`src/rtl/led_display_frame_scanner_pkg.sv`:
```
// Shared constants, row/pixel types and FSM states for the LED frame scanner.
package led_display_package;

  localparam int unsigned NUM_ROW_PIXELS = 32;
  localparam int unsigned NUM_COL_PIXELS = 64;
  localparam int unsigned COLOUR_DEPTH   = 4;

  localparam int unsigned NUM_SCAN_ROWS  = NUM_ROW_PIXELS / 2;
  localparam int unsigned PIXEL_WIDTH    = 3 * COLOUR_DEPTH;
  localparam int unsigned ROW_ADDR_WIDTH = $clog2(NUM_SCAN_ROWS);
  localparam int unsigned COL_ADDR_WIDTH = $clog2(NUM_COL_PIXELS);
  localparam int unsigned MEM_ADDR_WIDTH = 1 + ROW_ADDR_WIDTH + COL_ADDR_WIDTH;
  localparam int unsigned PLANE_WIDTH    = $clog2(COLOUR_DEPTH);

  // One read per column per half; one spare bit so the counter can reach the drain cycle.
  localparam int unsigned FETCH_COUNT    = 2 * NUM_COL_PIXELS;
  localparam int unsigned FETCH_WIDTH    = $clog2(FETCH_COUNT) + 1;

  localparam int unsigned RED_OFFSET     = 0;
  localparam int unsigned GREEN_OFFSET   = COLOUR_DEPTH;
  localparam int unsigned BLUE_OFFSET    = 2 * COLOUR_DEPTH;

  typedef struct packed {
    logic [NUM_COL_PIXELS-1:0] red_top;
    logic [NUM_COL_PIXELS-1:0] green_top;
    logic [NUM_COL_PIXELS-1:0] blue_top;
    logic [NUM_COL_PIXELS-1:0] red_bot;
    logic [NUM_COL_PIXELS-1:0] green_bot;
    logic [NUM_COL_PIXELS-1:0] blue_bot;
  } rgb_row_t;

  typedef enum logic [1:0] {
    StIdle,
    StFetch,
    StPresent
  } scanner_state_t;

  // Last repeat index of a bit-plane: plane p is shown 2^p times.
  function automatic logic [COLOUR_DEPTH-1:0] rep_limit(input logic [PLANE_WIDTH-1:0] plane);
    rep_limit = COLOUR_DEPTH'((32'd1 << plane) - 32'd1);
  endfunction

endpackage

```
`src/rtl/led_display_frame_scanner_if.sv`:
```
// Pixel-memory read port and row handshake between the scanner and its neighbours.
interface led_display_frame_scanner_if ();

  logic                                               mem_rd_en_out;
  logic [led_display_package::MEM_ADDR_WIDTH-1:0]     mem_addr_out;
  logic [led_display_package::PIXEL_WIDTH-1:0]        mem_data_in;
  led_display_package::rgb_row_t                      row_out;
  logic                                               row_valid_out;
  logic                                               row_ready_in;
  logic [led_display_package::ROW_ADDR_WIDTH-1:0]     row_address_out;
  logic                                               frame_start_out;
  logic                                               frame_done_out;

  modport master (
    output mem_rd_en_out,
    output mem_addr_out,
    input  mem_data_in,
    output row_out,
    output row_valid_out,
    input  row_ready_in,
    output row_address_out,
    output frame_start_out,
    output frame_done_out
  );

  modport slave (
    input  mem_rd_en_out,
    input  mem_addr_out,
    output mem_data_in,
    input  row_out,
    input  row_valid_out,
    output row_ready_in,
    input  row_address_out,
    input  frame_start_out,
    input  frame_done_out
  );

endinterface

```
`src/rtl/led_display_frame_scanner_plane_slicer.sv`:
```
// Picks one bit-plane out of a pixel word and writes it into the row register at one column.
module led_display_plane_slicer
  import led_display_package::*;
(
  input  logic                      clk_in,
  input  logic                      reset_in,
  input  logic                      wr_en,
  input  logic                      half,
  input  logic [COL_ADDR_WIDTH-1:0] col,
  input  logic [PLANE_WIDTH-1:0]    plane,
  input  logic [PIXEL_WIDTH-1:0]    pixel,
  output rgb_row_t                  row
);

  logic [COLOUR_DEPTH-1:0] red_chan;
  logic [COLOUR_DEPTH-1:0] green_chan;
  logic [COLOUR_DEPTH-1:0] blue_chan;
  logic                    red_bit;
  logic                    green_bit;
  logic                    blue_bit;
  rgb_row_t                row_q;

  always_comb begin
    red_chan   = pixel[RED_OFFSET +: COLOUR_DEPTH];
    green_chan = pixel[GREEN_OFFSET +: COLOUR_DEPTH];
    blue_chan  = pixel[BLUE_OFFSET +: COLOUR_DEPTH];
    red_bit    = red_chan[plane];
    green_bit  = green_chan[plane];
    blue_bit   = blue_chan[plane];
  end

  always_ff @(posedge clk_in) begin
    if (reset_in) begin
      row_q <= '0;
    end else if (wr_en) begin
      if (half) begin
        row_q.red_bot[col]   <= red_bit;
        row_q.green_bot[col] <= green_bit;
        row_q.blue_bot[col]  <= blue_bit;
      end else begin
        row_q.red_top[col]   <= red_bit;
        row_q.green_top[col] <= green_bit;
        row_q.blue_top[col]  <= blue_bit;
      end
    end
  end

  assign row = row_q;

endmodule

```
`src/rtl/led_display_frame_scanner.sv`:
```
// Scans the framebuffer one bit-plane row at a time and presents BCM-repeated rows to the phy.
module led_display_frame_scanner
  import led_display_package::*;
(
  input  logic                        clk_in,
  input  logic                        reset_in,
  input  logic                        enable_in,
  led_display_frame_scanner_if.master bus
);

  scanner_state_t            state_q, state_d;
  logic [ROW_ADDR_WIDTH-1:0] row_q, row_d;
  logic [PLANE_WIDTH-1:0]    plane_q, plane_d;
  logic [COLOUR_DEPTH-1:0]   rep_q, rep_d;
  logic [FETCH_WIDTH-1:0]    fetch_q, fetch_d;
  logic                      frame_start_q, frame_start_d;

  logic                      cap_en_q;
  logic                      cap_half_q;
  logic [COL_ADDR_WIDTH-1:0] cap_col_q;

  logic                      rd_en;
  logic                      row_valid;
  logic                      transfer;
  logic                      rep_last;
  logic                      plane_last;
  logic                      row_last;
  logic                      frame_done;
  rgb_row_t                  row_data;

  assign rd_en      = (state_q == StFetch) && !fetch_q[FETCH_WIDTH-1];
  assign row_valid  = (state_q == StPresent);
  assign transfer   = row_valid && bus.row_ready_in;
  assign rep_last   = (rep_q == rep_limit(plane_q));
  assign plane_last = (plane_q == PLANE_WIDTH'(COLOUR_DEPTH - 1));
  assign row_last   = (row_q == ROW_ADDR_WIDTH'(NUM_SCAN_ROWS - 1));

  always_ff @(posedge clk_in) begin
    if (reset_in) begin
      state_q       <= StIdle;
      row_q         <= '0;
      plane_q       <= '0;
      rep_q         <= '0;
      fetch_q       <= '0;
      frame_start_q <= 1'b0;
    end else begin
      state_q       <= state_d;
      row_q         <= row_d;
      plane_q       <= plane_d;
      rep_q         <= rep_d;
      fetch_q       <= fetch_d;
      frame_start_q <= frame_start_d;
    end
  end

  always_comb begin
    state_d       = state_q;
    row_d         = row_q;
    plane_d       = plane_q;
    rep_d         = rep_q;
    fetch_d       = fetch_q;
    frame_start_d = 1'b0;
    frame_done    = 1'b0;
    case (state_q)
      StIdle: begin
        if (enable_in) begin
          state_d       = StFetch;
          row_d         = '0;
          plane_d       = '0;
          rep_d         = '0;
          fetch_d       = '0;
          frame_start_d = 1'b1;
        end
      end
      StFetch: begin
        fetch_d = fetch_q + 1'b1;
        // Last read was on the previous cycle; its data lands in the row register this cycle.
        if (fetch_q == FETCH_WIDTH'(FETCH_COUNT)) begin
          state_d = StPresent;
        end
      end
      StPresent: begin
        if (transfer) begin
          if (!rep_last) begin
            rep_d = rep_q + 1'b1;
          end else begin
            rep_d   = '0;
            fetch_d = '0;
            state_d = StFetch;
            if (!plane_last) begin
              plane_d = plane_q + 1'b1;
            end else begin
              plane_d = '0;
              if (!row_last) begin
                row_d = row_q + 1'b1;
              end else begin
                row_d      = '0;
                frame_done = 1'b1;
                if (enable_in) begin
                  frame_start_d = 1'b1;
                end else begin
                  state_d = StIdle;
                end
              end
            end
          end
        end
      end
      default: state_d = StIdle;
    endcase
  end

  // Memory data arrives one cycle after the strobe, so the write target trails by one cycle.
  always_ff @(posedge clk_in) begin
    if (reset_in) begin
      cap_en_q   <= 1'b0;
      cap_half_q <= 1'b0;
      cap_col_q  <= '0;
    end else begin
      cap_en_q   <= rd_en;
      cap_half_q <= fetch_q[0];
      cap_col_q  <= fetch_q[COL_ADDR_WIDTH:1];
    end
  end

  led_display_plane_slicer u_slicer (
    .clk_in   (clk_in),
    .reset_in (reset_in),
    .wr_en    (cap_en_q),
    .half     (cap_half_q),
    .col      (cap_col_q),
    .plane    (plane_q),
    .pixel    (bus.mem_data_in),
    .row      (row_data)
  );

  assign bus.mem_rd_en_out   = rd_en;
  assign bus.mem_addr_out    = rd_en ? {fetch_q[0], row_q, fetch_q[COL_ADDR_WIDTH:1]} : '0;
  assign bus.row_out         = row_data;
  assign bus.row_valid_out   = row_valid;
  assign bus.row_address_out = row_q;
  assign bus.frame_start_out = frame_start_q;
  assign bus.frame_done_out  = frame_done;

endmodule
```
`src/flat_wrapper.sv`:
```
// flat-port wrapper written by rule: the top's interface ports become plain ports
module led_display_frame_scanner_flat import led_display_package::*;
  (clk_in, reset_in, enable_in, bus_mem_rd_en_out, bus_mem_addr_out, bus_mem_data_in, bus_row_out, bus_row_valid_out, bus_row_ready_in, bus_row_address_out, bus_frame_start_out, bus_frame_done_out);
  led_display_frame_scanner_if bus_i ();
  input  logic clk_in;
  input  logic reset_in;
  input  logic enable_in;
  output wire logic [$bits(bus_i.mem_rd_en_out)-1:0] bus_mem_rd_en_out;
  output wire logic [$bits(bus_i.mem_addr_out)-1:0] bus_mem_addr_out;
  input wire logic [$bits(bus_i.mem_data_in)-1:0] bus_mem_data_in;
  output wire logic [$bits(bus_i.row_out)-1:0] bus_row_out;
  output wire logic [$bits(bus_i.row_valid_out)-1:0] bus_row_valid_out;
  input wire logic [$bits(bus_i.row_ready_in)-1:0] bus_row_ready_in;
  output wire logic [$bits(bus_i.row_address_out)-1:0] bus_row_address_out;
  output wire logic [$bits(bus_i.frame_start_out)-1:0] bus_frame_start_out;
  output wire logic [$bits(bus_i.frame_done_out)-1:0] bus_frame_done_out;
  assign bus_mem_rd_en_out = bus_i.mem_rd_en_out;
  assign bus_mem_addr_out = bus_i.mem_addr_out;
  assign bus_i.mem_data_in = bus_mem_data_in;
  assign bus_row_out = bus_i.row_out;
  assign bus_row_valid_out = bus_i.row_valid_out;
  assign bus_i.row_ready_in = bus_row_ready_in;
  assign bus_row_address_out = bus_i.row_address_out;
  assign bus_frame_start_out = bus_i.frame_start_out;
  assign bus_frame_done_out = bus_i.frame_done_out;
  led_display_frame_scanner u_core (.clk_in(clk_in), .reset_in(reset_in), .enable_in(enable_in), .bus(bus_i));
endmodule
```
`config.mk`:
```
export PLATFORM = sky130hd
export DESIGN_NAME = led_display_frame_scanner_flat
export DESIGN_NICKNAME = d
export VERILOG_FILES = /design/src/rtl/led_display_frame_scanner_pkg.sv /design/src/rtl/led_display_frame_scanner_if.sv /design/src/rtl/led_display_frame_scanner_plane_slicer.sv /design/src/rtl/led_display_frame_scanner.sv /design/src/flat_wrapper.sv
export SDC_FILE = /design/constraint.sdc
export NUM_CORES = 1
export LEC_CHECK = 0
export BUFFER_PORTS_ARGS = -buffer_cell sky130_fd_sc_hd__buf_2
export CORE_ASPECT_RATIO = 0.75
export CORE_MARGIN = 4
export CORE_UTILIZATION = 31
export DETAILED_ROUTE_END_ITERATION = 10
export PLACE_DENSITY_LB_ADDON = 0.12
export REMOVE_ABC_BUFFERS = 1
export SLEW_MARGIN = 30
export SYNTH_ARGS = -nofsm -noshare
export SYNTH_HDL_FRONTEND = slang
export SYNTH_SLANG_ARGS = --single-unit
```
`constraint.sdc`:
```
create_clock -name clk_in -period 2.74 [get_ports clk_in]
set_input_delay 0.274 -clock clk_in [delete_from_list [all_inputs] [get_ports clk_in]]
set_output_delay 0.274 -clock clk_in [all_outputs]
set_load 0.005 [all_outputs]
```
# Yosys cells after proc, flatten, opt, wreduce, memory -nomap -nowiden
# Cells that the tools add are included.
op_classes:
  addsub: 5
  n_lt_le_gt_ge: 3
  eq_ne: 11
  n_shift: 1
  n_mux: 52
  n_bitwise: 1
  n_reduce_logical: 14
ops:
  columns: ["operator", "count"]
  rows:
  - ["bitwise mux 64 bit", 6]
  - ["two-way mux 4 bit", 7]
  - ["two-way mux 8 bit", 3]
  - ["one-hot mux 8 bit (3 select lines)", 1]
  - ["two-way mux 2 bit", 10]
  - ["one-hot mux 4 bit (2 select lines)", 2]
  - ["two-way mux 1 bit", 15]
  - ["AND reduction 4 bit", 3]
  - ["two-way mux 11 bit", 1]
  - ["inequality test 2 bit (second input constant)", 5]
  - ["adder 4 x 1 -> 4 bit (second input constant)", 2]
  - ["adder 8 x 1 -> 8 bit (second input constant)", 1]
  - ["equality test 8 bit (second input constant)", 1]
  - ["< comparator 6 x 7 -> 1 bit (second input constant)", 1]
  - ["binary-select mux 1 bit (select 2 bit)", 3]
  - ["demux 1 bit (select 6 bit)", 1]
  - [">= comparator 6 x 1 -> 1 bit (second input constant)", 1]
  - ["one-hot mux 2 bit (3 select lines)", 1]
  - ["AND reduction 5 bit", 1]
  - ["equality test 2 bit (second input constant)", 2]
  - ["equality test 4 bit", 1]
  - ["equality test 4 bit (second input constant)", 1]
  - ["one-hot mux 2 bit (2 select lines)", 1]
  - ["AND reduction 2 bit", 2]
  - ["13 further kinds", 15]
word_totals:
  reg_bits: 413
  inputBits: 16
  output_inout_bits: 403
  word_cells: 102

# Longest topological paths before layout
logic_depth:
  ltp_word: 6
  depth_mapped: 7
  ltp_nobuf: 6

# Cells and area by module
# Synthesis repeated with hierarchy kept, for this count alone.
unflattened:
  cells_unflattened: 2078
  hier_area_um2: 17441.7
modules_own_cells:
  columns: ["mod", "instances", "cells_per_inst", "area_per_inst_um2", "seq_area_each_um2"]
  rows:
  - ["led_display_plane_slicer", 1, 1891, 15835.2, 7687.4]
  - ["led_display_frame_scanner", 1, 187, 1606.5, 580.6]

# Least setup slack after synthesis
# No wires, ideal clock.
synth_timing:
  path_kind: "register -> register"
  start: "register u_core.plane_q[0]"
  end: "register u_core.plane_q[1]"
  setup_time_ns: 0.087
  arrival_time_ns: 1.778
  setup_slack_ns: 0.875
  stages_incl_launch_ff: 7
  n_path_buf: 0
  synth_period_minus_slack_ns: 1.865
  cell_sequence: "dfxtp_1 inv_1 ha_1 xor2_1 nand4_1 or4b_2 o31ai_1"
synth_via:
  elab_chain_cells: 5
synth_lines:
  columns: ["element", "line_no", "text"]
  rows:
  - ["start: declaration", "led_display_frame_scanner.sv:13", "logic [PLANE_WIDTH-1:0] plane_q, plane_d;"]
  - ["start signal: assignment", "led_display_frame_scanner.sv:49", "plane_q <= plane_d;"]
  - ["left shift 1 x 2 -> 4 bit, or another cell as far along", "led_display_frame_scanner_pkg.sv:40", "rep_limit = COLOUR_DEPTH'((32'd1 << plane) - 32'd1);"]
  - ["subtractor 4 x 1 -> 4 bit / two-way mux 2 bit (equally long branches)", "led_display_frame_scanner_pkg.sv:40, led_display_frame_scanner.sv:90", null]
  - ["equality test 4 bit / two-way mux 2 bit (equally long branches)", "led_display_frame_scanner.sv:34, led_display_frame_scanner.sv:84", null]
  - ["inequality test 2 bit (no source line) / two-way mux 2 bit (equally long branches)", null, null]
  - ["AND reduction 4 bit (no source line) / one-hot mux 2 bit (2 select lines) (equally long branches)", null, null]
# Several ways; a longest one is shown, not always the timed one. The select of a mux whose other input is x is not followed.
# A chain may end at the register's enable or synchronous reset.

# Worst setup path after layout
layout_timing:
  start: "register u_core.plane_q[0]"
  end: "output bus_frame_done_out"
layout_via:
  elab_chain_cells: 6
layout_lines:
  columns: ["element", "line_no", "text"]
  rows:
  - ["left shift 1 x 2 -> 4 bit", "led_display_frame_scanner_pkg.sv:40", null]
  - ["subtractor 4 x 1 -> 4 bit", "led_display_frame_scanner_pkg.sv:40", null]
  - ["equality test 4 bit", "led_display_frame_scanner.sv:34", "assign rep_last = (rep_q == rep_limit(plane_q));"]
  - ["two-way mux 1 bit *", "led_display_frame_scanner.sv:84", "if (!rep_last) begin"]
  - ["two-way mux 1 bit *", "led_display_frame_scanner.sv:83", "if (transfer) begin"]
  - ["two-way mux 1 bit *", "led_display_frame_scanner.sv:64", "case (state_q)"]
  - ["end: declaration", "flat_wrapper.sv:16", "output wire logic [$bits(bus_i.frame_done_out)-1:0] bus_frame_done_out;"]
# Every way passes the cells marked *; elsewhere a longest branch is shown, timed or not.

==> flow_summary.yaml <==
status:
  run_status: "complete, no violations"
pwr:
  power.internal_w: 0.00993
  pwr-share-comb_pct: 4.7
  vdd_drop_max_uv: 420
  p_switching_w: 0.00299
  leakage_nw: 10.5
  p_per_area_nw_per_um2: 610
  clockPowerShare_pct: 48.4
  switching_share_pct: 23.1
  power.share.sequential_pct: 46.8
sta:
  max_freq_ghz: 0.404
  slew_headroom_pct: 35.5
  finClkSkew_ps: 18.3
  rsz0062_at_grt: "false"
  setup_viol: 0
  period_needed_ps: 2480
  slew_violations: 0
  hold_viol: 0
  min_period_over_period_pct: 90.4
  tightest_slew_ps: 968
  fin_tns_setup_ps: 0
floorplanning:
  core_um2: 53500
  die_w_um: 278
  die_height_um: 210
  ios: 419
  start_util_pct: 31.6
  dieArea_um2: 58400
  core.rowCount: 73
critical_path:
  cp_max_fo: 7
  cp_slowest_stage_delay_ps: 430
  crit_top_cell: "and3_1"
  critPathBufInv: 2
  worst_ep_required_time_ps: 2470
  path_delay_family: "simple AND/OR/NAND/NOR gates"
  critPathArrivalTime_ps: 2200
  start_kind: "register"
  slowest_stage: "dfxtp_2"
  crit_chain: "inv_1 -> ha_1 -> xor2_1 -> and3_1 -> and3_1 -> buf_2"
  critPathKind: "register to primary output"
  endpoint_kind: "primary output"
placed_design:
  portBuffers: 418
  place_inst: 2656
  place_hpwl_mm: 36.3
  gp_congestion: 0.737
  placed_area_um2: 19700
worst_hold_path:
  hold_path.class: "input port to register"
clock_tree:
  clkTransAtPathRegs_ps: 60
  cts_max_path_buffers: 3
  cts_tree: "done"
  cts.sinks: 413
  numCtsBuffers: 46
  postCtsSetupRepairBufs: 0
  clk_latency_ps: 560
  cts_htree_levels: 2
  root_buffer: "clkbuf_16"
detailed_routing:
  viasPerCell: 4.71
  drtAntennaViolNets: 0
  finalWirelength_mm: 54.2
  wl_per_cell_um: 19.8
  drc: 0
  vias: 12900
  drt_pass1_iterations: 5
  drt_iter0_markers: 637
global_routing:
  grt_pass1_vias: 12800
  antenna_found_initial: 0
  grt_max_degree: 141
  grt_use_total_pct: 17.8
  top_usage_layer: "met2"
  use_met2_pct: 28.4
  grt_util_met3_pct: 3.98
  grt_pass1_wl_mm: 82.2
  grt-ovfl-total: 0
  use_met1_pct: 24.9
cells_and_area:
  drive_above_1_share_pct: 31.2
  num_antenna_cells: 0
  fillers: 5360
  fin_cells: 2737
  fin_area_um2: 21200
  layout-area-overhead-vs-synth_pct: 25.2
  fin_util_pct: 39.6
  nets: 2015
synthesis:
  syn_inst: 1619
  synth_cell_types: 54
  ys_seq_area_share_pct: 48.8
  ys_warn_count: 0
  async_reset_ff_share_pct: 0
  syn_area_um2: 16900
  yosysTopAreaCell: "dfxtp_1"
  synth-edff-count: 0
  syn_avg_cell_area_um2: 10.5
  ys.flop_type: "dfxtp_1"
  synth_seq_cells: 413
  synth_area_leaders: "dfxtp_1 (49%), mux2i_1 (23%), nor2_1 (8.8%)"
  synth.top_cell.area_share_pct: 48.8
job:
  maxCapViolCount: 0
==> layout make-up <==
cell class	instances	area (um2)	share of cell area [%]
Clock buffer	70	1350	6.38
Clock inverter	11	161	0.762
Inverter	10	37.5	0.177
Multi-Input combinational cell	1067	8030	37.9
Sequential cell	413	8270	39.0
Tap cell	712	891	4.20
Timing Repair Buffer	454	2450	11.5
==> per-stage QoR <==
step           setup WS [ps]  power (W)  hold slack [ps]
2_1_floorplan            186    0.00645              341
3_3_place_gp             317    0.00681              468
3_5_place_dp             437    0.00680              474
4_1_cts                 69.5     0.0132             56.7
5_1_grt                 13.6     0.0134             70.9
6_report                 263     0.0129             79.1
==> layer usage <==
metal	vias to the layer above	share of wire, %
met2	294	46
met1	6257	47
met3	58	5.4
met5	-	0
met4	0	1.6
li1	6274	-
==> worst reg2reg max path, stage by stage (launching register included) <==
cell,delay (ps)
dfxtp_1,770
nand3_2,560
nor3_2,480
mux2i_1,240
nor2_1,50
==> cell usage in the layout, fill, tap and decap left out, drive strengths merged, types with 5 or more instances in the layout <==
master,Yosys,layout
buf,72,454
dfxtp,413,413
nor2,396,396
mux2i,388,388
nor3,91,91
clkbuf,57,70
nand3,54,54
nand2,12,12
inv,10,11
a21oi,10,10
and2,9,9
nand3b,9,9
nand2b,9,9
nor3b,9,9
and3,7,7
or3,7,7
ha,7,7
nor2b,6,6
o2111ai,5,5
clkinv,0,5
o21ai,5,5
==> synth_stat cells (2+ instances only) <==
library cell and instances:
nor3b_2 6, o31ai_1 4, o21a_1 3, or3_1 7, nor3_2 25, inv_1 10, clkbuf_1 57, nor2_1 396
buf_2 53, nand2b_1 9, or3b_1 3, nor2b_1 6, a211oi_1 4, nor3_4 56, nand3_4 2, and2_1 9
nand2_1 11, dfxtp_1 413, o21ai_0 4, and3b_1 4, xnor2_1 2, buf_4 18, ha_1 7, nor3_1 10
mux4_2 3, nor3b_1 3, nand3_1 51, o2111ai_1 5, nand3b_1 2, a21oi_1 10, nand3b_4 6, nand4_1 3
mux2i_1 388, and3_1 7, a31oi_1 3
==> power by group through the flow <==
stage,sequential [W],combinational (W),clock (W)
floorplan,0.00618,0.000274,0
global placement,0.00618,0.000622,0
detailed placement,0.00618,0.000620,0
CTS,0.00605,0.000621,0.00648
global route,0.00605,0.000666,0.00672
finish,0.00605,0.000608,0.00626
==> state kept, by name (all words and copies together), names as in the netlist, 2 cells and up <==
name / flops
u_core.u_slicer.row: 384
u_core.bus.row_address_out: 4
u_core.cap_col_q: 6
u_core.state_q: 2
u_core.fetch_q: 8
u_core.plane_q: 2
u_core.rep_q: 4
==> worst paths after layout <==
path	from	end	slack, ps	cells past startpoint
setup reg to reg	u_core.cap_col_q[1]	u_core.u_slicer.row[239]	490	4
hold reg to reg	u_core.u_slicer.row[358]	u_core.u_slicer.row[358]	480	2
setup / recovery	u_core.plane_q[0]	bus_frame_done_out	260	6
hold / removal	reset_in	u_core.u_slicer.row[7]	80	2
==> timing repair <==
| item | CTS | global route |
|---|---|---|
| hold buffers | 0 | 0 |
| endpoints found under the setup margin | 0 | 1 |
| resized for setup | 0 | 2 |
==> kinds of logic (layout without fill, tap and decap cells) <==
logic type | Yosys count | after routing | share of synthesized area [%]
compound gates | 43 | 43 | 1.74
xor+xnor | 3 | 3 | 0.155
fa+ha+maj | 7 | 7 | 0.517
buf+inv | 139 | 545 | 3.87
flops | 413 | 413 | 48.8
mux | 391 | 391 | 23.3
simple gates | 623 | 623 | 21.5
Power figures use the tool's default switching activity.
